**config.mk**
```make
export PLATFORM = sky130hd
export DESIGN_NAME = seq_divider_flat
export DESIGN_NICKNAME = d
export VERILOG_FILES = /design/src/rtl/div_pkg.sv /design/src/rtl/seq_divider_if.sv /design/src/rtl/div_step.sv /design/src/rtl/seq_divider.sv /design/src/flat_wrapper.sv
export SDC_FILE = /design/constraint.sdc
export NUM_CORES = 1
export LEC_CHECK = 0
export CORE_MARGIN = 3
export CORE_UTILIZATION = 40
export CTS_CLUSTER_SIZE = 28
export DETAILED_ROUTE_END_ITERATION = 8
export GPL_TIMING_DRIVEN = 0
export HOLD_SLACK_MARGIN = 0.15
export PLACE_DENSITY = 0.57
export SYNTH_ARGS = -nofsm -noshare
export SYNTH_HDL_FRONTEND = slang
export SYNTH_SLANG_ARGS = --single-unit
```
**constraint.sdc**
```tcl
create_clock -name i_clk -period 3.6 [get_ports i_clk]
set_input_delay 0.72 -clock i_clk [delete_from_list [all_inputs] [get_ports i_clk]]
set_output_delay 0.72 -clock i_clk [all_outputs]
set_load 0.005 [all_outputs]
```
**src/rtl/div_pkg.sv**
```systemverilog
`default_nettype none
// =============================================================================
// div_pkg : operation/state encodings and arithmetic helpers for seq_divider
// Rev 1.0
// =============================================================================
package div_pkg;

  localparam int DIV_MAX_XLEN = 64;
  localparam logic [DIV_MAX_XLEN-1:0] DIV_MSB_ONE = {1'b1, {(DIV_MAX_XLEN-1){1'b0}}};

  typedef enum logic [1:0] {
    DIV  = 2'b00,
    DIVU = 2'b01,
    REM  = 2'b10,
    REMU = 2'b11
  } div_op_e;

  typedef enum logic [1:0] {
    IDLE = 2'b00,
    CALC = 2'b01,
    FIX  = 2'b10,
    DONE = 2'b11
  } div_state_e;

  // Most negative xlen-bit value, right-aligned in a DIV_MAX_XLEN word.
  function automatic logic [DIV_MAX_XLEN-1:0] ovf_dividend(input int xlen);
    return DIV_MSB_ONE >> (DIV_MAX_XLEN - xlen);
  endfunction

  function automatic logic [DIV_MAX_XLEN-1:0] abs_xlen(input logic [DIV_MAX_XLEN-1:0] x,
                                                      input int xlen);
    logic [DIV_MAX_XLEN-1:0] msb;
    logic [DIV_MAX_XLEN-1:0] mask;
    msb  = ovf_dividend(xlen);
    mask = (msb << 1) - DIV_MAX_XLEN'(1);
    if ((x & msb) != '0) begin
      return (~x + DIV_MAX_XLEN'(1)) & mask;
    end
    return x & mask;
  endfunction

endpackage
`default_nettype wire

```
**src/rtl/seq_divider_if.sv**
```systemverilog
`default_nettype none
// =============================================================================
// seq_divider_if : request/response handshake bundle for seq_divider
// Rev 1.0
// =============================================================================
interface seq_divider_if
  import div_pkg::*;
#(
  parameter int XLEN = 32
);
  logic            i_valid;
  logic            o_ready;
  div_op_e         i_op;
  logic [XLEN-1:0] i_dividend;
  logic [XLEN-1:0] i_divisor;
  logic            o_valid;
  logic            i_ready;
  logic [XLEN-1:0] o_result;
  logic            o_busy;

  modport master (
    output i_valid, i_op, i_dividend, i_divisor, i_ready,
    input  o_ready, o_valid, o_result, o_busy
  );

  modport slave (
    input  i_valid, i_op, i_dividend, i_divisor, i_ready,
    output o_ready, o_valid, o_result, o_busy
  );
endinterface
`default_nettype wire

```
**src/rtl/div_step.sv**
```systemverilog
`default_nettype none
// =============================================================================
// div_step : one restoring-division iteration (trial subtract and select)
// Rev 1.0
// =============================================================================
module div_step #(
  parameter int XLEN = 32
) (
  input  logic [XLEN:0]   rem_shifted,
  input  logic [XLEN-1:0] divisor,
  output logic [XLEN-1:0] rem_next,
  output logic            quo_bit
);
  logic [XLEN:0] trial;

  // rem_shifted < 2*divisor, so the (XLEN+1)-bit MSB is a reliable sign.
  always_comb begin
    trial    = rem_shifted - {1'b0, divisor};
    quo_bit  = ~trial[XLEN];
    rem_next = trial[XLEN] ? rem_shifted[XLEN-1:0] : trial[XLEN-1:0];
  end
endmodule
`default_nettype wire

```
**src/rtl/seq_divider.sv**
```systemverilog
`default_nettype none
// =============================================================================
// seq_divider : iterative radix-2 restoring divider for RV32M DIV/DIVU/REM/REMU
// Build option: DIV_EARLY_OUT_EN (skip iterations when |dividend| < |divisor>)
// Rev 1.0
// =============================================================================
module seq_divider
  import div_pkg::*;
#(
  parameter int XLEN = 32
) (
  input logic          i_clk,
  input logic          i_rst_n,
  seq_divider_if.slave bus
);
  localparam int CNT_W = $clog2(XLEN) + 1;

  div_state_e      state_q, state_d;
  logic [CNT_W-1:0] cnt_q, cnt_d;
  logic [XLEN-1:0] rem_q, rem_d;
  logic [XLEN-1:0] quo_q, quo_d;
  logic [XLEN-1:0] dvs_q, dvs_d;
  logic [XLEN-1:0] result_q, result_d;
  logic            q_neg_q, q_neg_d;
  logic            r_neg_q, r_neg_d;
  logic            op_rem_q, op_rem_d;
  logic            ready_q, ready_d;
  logic            valid_q, valid_d;
  logic            busy_q, busy_d;

  logic            signed_op;
  logic            div_zero;
  logic            sgn_ovf;
  logic [XLEN-1:0] abs_dvd;
  logic [XLEN-1:0] abs_dvs;
  logic [XLEN-1:0] step_rem;
  logic            step_bit;
  logic [XLEN-1:0] fix_quo;
  logic [XLEN-1:0] fix_rem;

  div_step #(.XLEN(XLEN)) u_step (
    .rem_shifted ({rem_q, quo_q[XLEN-1]}),
    .divisor     (dvs_q),
    .rem_next    (step_rem),
    .quo_bit     (step_bit)
  );

  always_comb begin
    signed_op = ~bus.i_op[0];
    div_zero  = (bus.i_divisor == '0);
    sgn_ovf   = signed_op && (bus.i_dividend == XLEN'(ovf_dividend(XLEN))) && (&bus.i_divisor);
    abs_dvd   = signed_op ? XLEN'(abs_xlen(DIV_MAX_XLEN'(bus.i_dividend), XLEN)) : bus.i_dividend;
    abs_dvs   = signed_op ? XLEN'(abs_xlen(DIV_MAX_XLEN'(bus.i_divisor), XLEN)) : bus.i_divisor;
    fix_quo   = q_neg_q ? (~quo_q + XLEN'(1)) : quo_q;
    fix_rem   = r_neg_q ? (~rem_q + XLEN'(1)) : rem_q;
  end

  always_comb begin
    state_d  = state_q;
    cnt_d    = cnt_q;
    rem_d    = rem_q;
    quo_d    = quo_q;
    dvs_d    = dvs_q;
    result_d = result_q;
    q_neg_d  = q_neg_q;
    r_neg_d  = r_neg_q;
    op_rem_d = op_rem_q;
    ready_d  = ready_q;
    valid_d  = valid_q;
    busy_d   = busy_q;
    case (state_q)
      IDLE: begin
        if (bus.i_valid) begin
          ready_d  = 1'b0;
          busy_d   = 1'b1;
          op_rem_d = bus.i_op[1];
          q_neg_d  = signed_op & (bus.i_dividend[XLEN-1] ^ bus.i_divisor[XLEN-1]);
          r_neg_d  = signed_op & bus.i_dividend[XLEN-1];
          dvs_d    = abs_dvs;
          if (div_zero) begin
            state_d  = DONE;
            valid_d  = 1'b1;
            result_d = bus.i_op[1] ? bus.i_dividend : '1;
          end else if (sgn_ovf) begin
            state_d  = DONE;
            valid_d  = 1'b1;
            result_d = bus.i_op[1] ? '0 : bus.i_dividend;
          end
`ifdef DIV_EARLY_OUT_EN
          else if (abs_dvd < abs_dvs) begin
            state_d = FIX;
            quo_d   = '0;
            rem_d   = abs_dvd;
          end
`endif
          else begin
            state_d = CALC;
            cnt_d   = CNT_W'(XLEN);
            rem_d   = '0;
            quo_d   = abs_dvd;
          end
        end
      end
      CALC: begin
        rem_d = step_rem;
        quo_d = {quo_q[XLEN-2:0], step_bit};
        cnt_d = cnt_q - CNT_W'(1);
        if (cnt_q == CNT_W'(1)) begin
          state_d = FIX;
        end
      end
      FIX: begin
        result_d = op_rem_q ? fix_rem : fix_quo;
        valid_d  = 1'b1;
        state_d  = DONE;
      end
      DONE: begin
        // Hand-off edge returns to IDLE; acceptance reopens one cycle later.
        if (bus.i_ready) begin
          valid_d = 1'b0;
          ready_d = 1'b1;
          busy_d  = 1'b0;
          state_d = IDLE;
        end
      end
      default: state_d = IDLE;
    endcase
  end

  always_ff @(posedge i_clk) begin
    if (!i_rst_n) begin
      state_q  <= IDLE;
      cnt_q    <= '0;
      rem_q    <= '0;
      quo_q    <= '0;
      dvs_q    <= '0;
      result_q <= '0;
      q_neg_q  <= 1'b0;
      r_neg_q  <= 1'b0;
      op_rem_q <= 1'b0;
      ready_q  <= 1'b1;
      valid_q  <= 1'b0;
      busy_q   <= 1'b0;
    end else begin
      state_q  <= state_d;
      cnt_q    <= cnt_d;
      rem_q    <= rem_d;
      quo_q    <= quo_d;
      dvs_q    <= dvs_d;
      result_q <= result_d;
      q_neg_q  <= q_neg_d;
      r_neg_q  <= r_neg_d;
      op_rem_q <= op_rem_d;
      ready_q  <= ready_d;
      valid_q  <= valid_d;
      busy_q   <= busy_d;
    end
  end

  assign bus.o_ready  = ready_q;
  assign bus.o_valid  = valid_q;
  assign bus.o_busy   = busy_q;
  assign bus.o_result = result_q;

endmodule
`default_nettype wire

```
**src/flat_wrapper.sv**
```systemverilog
// flat-port wrapper written by rule: the top's interface ports become plain ports
module seq_divider_flat import div_pkg::*;
#(
  parameter int XLEN = 32
)
  (i_clk, i_rst_n, bus_i_valid, bus_i_op, bus_i_dividend, bus_i_divisor, bus_i_ready, bus_o_ready, bus_o_valid, bus_o_result, bus_o_busy);
  seq_divider_if #(.XLEN(XLEN)) bus_i ();
  input logic i_clk;
  input logic i_rst_n;
  input wire logic [$bits(bus_i.i_valid)-1:0] bus_i_valid;
  input wire logic [$bits(bus_i.i_op)-1:0] bus_i_op;
  input wire logic [$bits(bus_i.i_dividend)-1:0] bus_i_dividend;
  input wire logic [$bits(bus_i.i_divisor)-1:0] bus_i_divisor;
  input wire logic [$bits(bus_i.i_ready)-1:0] bus_i_ready;
  output wire logic [$bits(bus_i.o_ready)-1:0] bus_o_ready;
  output wire logic [$bits(bus_i.o_valid)-1:0] bus_o_valid;
  output wire logic [$bits(bus_i.o_result)-1:0] bus_o_result;
  output wire logic [$bits(bus_i.o_busy)-1:0] bus_o_busy;
  assign bus_i.i_valid = bus_i_valid;
  assign bus_i.i_op = bus_i_op;
  assign bus_i.i_dividend = bus_i_dividend;
  assign bus_i.i_divisor = bus_i_divisor;
  assign bus_i.i_ready = bus_i_ready;
  assign bus_o_ready = bus_i.o_ready;
  assign bus_o_valid = bus_i.o_valid;
  assign bus_o_result = bus_i.o_result;
  assign bus_o_busy = bus_i.o_busy;
  seq_divider #(.XLEN(XLEN)) u_core (.i_clk(i_clk), .i_rst_n(i_rst_n), .bus(bus_i));
endmodule
```
* Word-level counts from Yosys, hierarchy flattened
Cells that the tools add are included.
** Storage, ports and cells
- Register bits after elaboration :: 142
- Input bits :: 70
- Output and inout bits :: 35
- Logic and storage cells :: 99
** Cells by class
- Add/subtract/negate cells :: 6
- Equal/unequal tests :: 11
- Mux-type cells :: 46
- Bitwise gates (word level) :: 9
- Reductions and logical operators :: 15
** Operators by type and width (count)
- $mux W32 :: 21
- $pmux W32 S2 :: 3
- $add A32 B1 Y32 const B :: 4
- $not A32 Y32 :: 4
- $sub A33 B32 Y33 :: 1
- $eq A32 B32 Y1 const B :: 1
- $logic_not A32 Y1 :: 1
- $reduce_and A32 Y1 :: 1
- $mux W6 :: 3
- $pmux W6 S2 :: 1
- $mux W2 :: 5
- $mux W1 :: 9
- $reduce_and A3 Y1 :: 3
- $ne A2 B2 Y1 const B :: 4
- $pmux W2 S4 :: 1
- $reduce_and A4 Y1 :: 2
- $eq A6 B1 Y1 const B :: 1
- $reduce_bool A2 Y1 :: 3
- $sub A6 B1 Y6 const B :: 1
- $eq A2 B2 Y1 const B :: 2
- $pmux W1 S2 :: 2
- $ne A3 B1 Y1 const B :: 1
- $pmux W1 S3 :: 1
- $reduce_bool A3 Y1 :: 1
- other kinds (8) :: 11

* Depth between registers and ports, before layout
- Depth in word-level cells :: 9
- Gate-level depth with buffers :: 13

* By module
Synthesis repeated with hierarchy kept, for this count alone.
** Unflattened totals
- Cells, all modules :: 1567
- Area total of the unflattened synthesis :: 11504.8 um^2
** By module, submodules not included
- seq_divider :: instances 1, cells an instance 1256, area each 9248.9 um^2, seq. area each 2842.7 um^2
- div_step :: instances 1, cells an instance 311, area each 2255.9 um^2, seq. area each 0.0 um^2

* Worst setup path after synthesis
No wires, ideal clock.
- Path type :: input port to flip-flop
- Start point :: input bus_i_divisor[29]
- End point :: register u_core.result_q[18] (netlist: u_core.bus.o_result[18])
- Library setup time :: 0.119 ns
- Data arrival time :: 3.016 ns
- Setup slack :: 0.465 ns
- Stages on the path :: 9
- Path through :: or4_4 -> or3_4 -> nor4_4 -> o21bai_4 -> a31o_1 -> buf_4 -> buf_4 -> o31ai_1 -> o221a_2
** Between the ends
- Word-level cells in the longest chain between the ends :: 4
- Elaborated cells on any way between the ends :: 8
** RTL lines
- start: declaration :: RTL line flat_wrapper.sv:13 : input wire logic [$bits(bus_i.i_divisor)-1:0] bus_i_divisor;
- $logic_not A32 Y1 or $reduce_and A32 Y1 (tied branches) :: RTL line seq_divider.sv:50, seq_divider.sv:51
- $mux W32 or $logic_and A1 B1 Y1 (tied branches) :: RTL line seq_divider.sv:80, seq_divider.sv:51
- $mux W32 or $ne A3 B1 Y1 (tied branches)
- $pmux W32 S2 or $reduce_and A3 Y1 (tied branches)
- end signal: assignment :: RTL line seq_divider.sv:150 : result_q <= result_d;
- end: declaration :: RTL line seq_divider.sv:23 : logic [XLEN-1:0] result_q, result_d;
Several ways; a longest one is shown, not always the timed one. The select of a mux whose other input is x is not followed.
A chain may end at the register's enable or synchronous reset.

* Worst setup path in the final report
- Start point :: input bus_i_dividend[24]
- End point :: register u_core.rem_q[15]
** Between the ends
- Word-level cells in the longest chain between the ends :: 5
** RTL lines
- start: declaration :: RTL line flat_wrapper.sv:12 : input wire logic [$bits(bus_i.i_dividend)-1:0] bus_i_dividend;
- $eq A32 B32 Y1 :: RTL line seq_divider.sv:51 : sgn_ovf = signed_op && (bus.i_dividend == XLEN'(ovf_dividend(XLEN))) && (&bus.i_divisor);
- $logic_and A1 B1 Y1 (2 in a row) :: RTL line seq_divider.sv:51
- $ne A2 B2 Y1 (no line)
- $reduce_and A4 Y1 (no line)
- end signal: assignment :: RTL line seq_divider.sv:147 : rem_q <= rem_d;
- end: declaration :: RTL line seq_divider.sv:20 : logic [XLEN-1:0] rem_q, rem_d;
No other way between the ends.

==> impl_results.md <==
* Library cells used by synthesis at 78
* Multi-input logic area at 0.00783 sq mm
* Final antenna-violating net count at 0
* Maximum clock insertion buffer count at 2
* Syn-to-layout area delta at 20.6%
* Vias in the first global route at 10984
* Fill cells at 2776
* Ant diodes at 0
* Type of the most critical hold path: register to register
* Die area at 0.0301 sq mm
* Post-layout minimum cycle time at 3.47 ns
* Post-Route WL at 41300 um
* #FFs+latches synth at 142
* Num CTS Buffers at 17
* Slew headroom at 27.9%
* Max-cap violations at 0
* Mean Syn Cell Area at 7.21 sq um
* Vias at 11985
* Kind of end point of the critical path: register
* Outcome: complete, no violations
* Post-synth EDFFs at 0
* Tightest Pin Transition at 1.07 ns
* RSZ-0062 raised after global routing: false
* Slew Viols, Final at 0
* Syn_nets at 1671
* Port Buf Inserts at 101
* # IOs at 105
* Leak pwr at 0.00494 uW
* YS warnings at 0
* Pin count of the biggest net entering global routing at 17
* Sequential cell area fraction in the yosys report at 25.3%
* Cts-stage hold buffer count at 0
* Most common cell after layout, fill and taps aside: nand2_1
* Mapped Area at 0.0112 sq mm
* Count of endpoints failing setup in the final report at 0
* Clock skew at 0.00973 ns
* Total power per unit cell area at 488 mW/mm^2
* Drt pass-1 iters at 6
* Chip Width at 173 um
* Cell Rows at 60
* Peak VDD IR at 0.280 mV
* Critical path class: primary input to register
* Most frequent cells in the layout: nand2_1 (219), dfxtp_1 (142), nor2_1 (140)
* First-pass GRT wire length at 63900 um
* Via density at 5.80
* Hold_ws at 0.449 ns
* Height of the die at 173 um
* Layout cells sized above 1 at 5.42%
* NumNets Final at 1798
* Clock latency on the worst-skew pair at 0.43 ns
* Sequential cell area at 0.00284 sq mm
* GRT Overall Usage at 26.6%
* Initial antenna violation count at 0
* CP startpoint kind: primary input
* CTS tree: built
* Worst Path Required at 3.94 ns
* F_max at 289 MHz
* CTS root buf: clkbuf_16
* Critical path peak fanout at 10
* Top FF cell, synth: dfxtp_1
* Core footprint at 0.0273 sq mm
* Initial Util at 41.2%
* Post-Syn Instances at 1556
* GRT overflow at 0
* Initial DRC Count at 1272
* Tcrit/Tclk final at 96.3%
* # clock sinks at 142
* H-tree Lvls at 4
* CP arrival at 3.81 ns
* Total Negative Setup Slacks at 0 ns
* Placer congestion estimate at 0.923
* Async SR Flop Fraction at 0%
* Final routed DRC violation total at 0
* Clk pin slew, worst setup/hold paths at 0.07 ns
* Final hold vios at 0
* DR WL/cell at 20.0 um
* Hpwl dp at 32400 um
## stage by stage
stage,std cells,setup slack [ns],area [sq um],util [%],total power [uW]
after CTS,2063,0.000316,13400,49.2,6540
final,2068,0.134,13500,49.6,6600
after floorplan,1556,0.465,11200,-,3740
after global placement,2029,-1.04,12700,46.6,4570
after detailed placement,2029,-1.09,12700,46.6,4580
after global routing,2068,0.00383,13500,49.6,7000
## Yosys cell counts, types with 24 or more instances
library cell | n | area (sq um)
nor4_1 | 24 | 150
a21oi_1 | 133 | 666
xnor2_1 | 75 | 657
nand3_1 | 24 | 120
o31ai_1 | 25 | 188
nand2_1 | 219 | 822
nor2_1 | 140 | 526
nor3_1 | 32 | 160
clkbuf_1 | 76 | 285
o21ai_0 | 131 | 656
xor2_1 | 65 | 569
a211oi_1 | 38 | 285
mux2i_1 | 31 | 310
ha_1 | 44 | 551
dfxtp_1 | 142 | 2840
inv_1 | 67 | 251
## sequential cells by signal, indices dropped and copies added (netlist names)
name                 count
u_core.bus.o_result     32
u_core.dvs_q            32
u_core.quo_q            32
u_core.rem_q            32
u_core.cnt_q             6
u_core.state_q           2
u_core.bus.o_busy        1
u_core.bus.o_ready       1
u_core.bus.o_valid       1
u_core.op_rem_q          1
u_core.q_neg_q           1
u_core.r_neg_q           1
## where the power goes
group          switching [uW]  internal (uW)
Sequential                209           1770
Combinational            1700            971
Clock                     825           1120
## logic make-up (layout without fill, tap and decap cells)
| family | Yosys count | in the layout | share of synthesized area (%) |
|---|---|---|---|
| xor+xnor | 140 | 140 | 10.9 |
| flops | 142 | 142 | 25.3 |
| fa+ha+maj | 56 | 56 | 6.07 |
| compound gates | 477 | 477 | 26.6 |
| mux | 33 | 33 | 2.97 |
| simple gates | 540 | 540 | 22.2 |
| buf+inv | 168 | 308 | 5.85 |
## routing by layer
layer / GRT usage [%] / part of all wire (%)
met3: 3.48 / 7.0
met4: 5.20 / 1.1
met2: 41.4 / 44
met5: 0 / 0
met1: 39.3 / 48
## cell type report
class	instances	area share [%]
Buffer	100	3.26
Clock buffer	17	3.14
Clock inverter	15	1.47
Inverter	68	1.89
Multi-Input combinational cell	1246	57.9
Sequential cell	142	21.0
Tap cell	372	3.44
Timing Repair Buffer	108	7.94
## critical path, stage by stage
cell and delay [ns]:
clkdlybuf4s50_1 0.55, or4_1 0.64, nor4_2 0.41, nand4_1 0.29
o21bai_4 0.26, o21ai_2 0.23, nor2_4 0.27, buf_2 0.26
nand2_1 0.07, o21ai_0 0.09
## worst paths after layout
path | cells past startpoint | slack (ns) | start | endpoint
setup / recovery | 10 | 0.13 | bus_i_dividend[24] | u_core.rem_q[15]$_SDFFE_PN0P_
hold / removal | 2 | 0.45 | u_core.bus.o_result[24]$_SDFFE_PN0P_ | u_core.bus.o_result[24]$_SDFFE_PN0P_
setup reg to reg | 13 | 0.20 | u_core.quo_q[31]$_SDFFE_PN0P_ | u_core.quo_q[0]$_SDFFE_PN0P_
hold reg to reg | 2 | 0.45 | u_core.bus.o_result[24]$_SDFFE_PN0P_ | u_core.bus.o_result[24]$_SDFFE_PN0P_
## timing repair
item,in CTS,in global routing
buffers inserted,2,5
resized for setup,17,28
pin swaps,4,7
endpoints found under the setup margin,101,98
(Power assumes the default switching activity.)
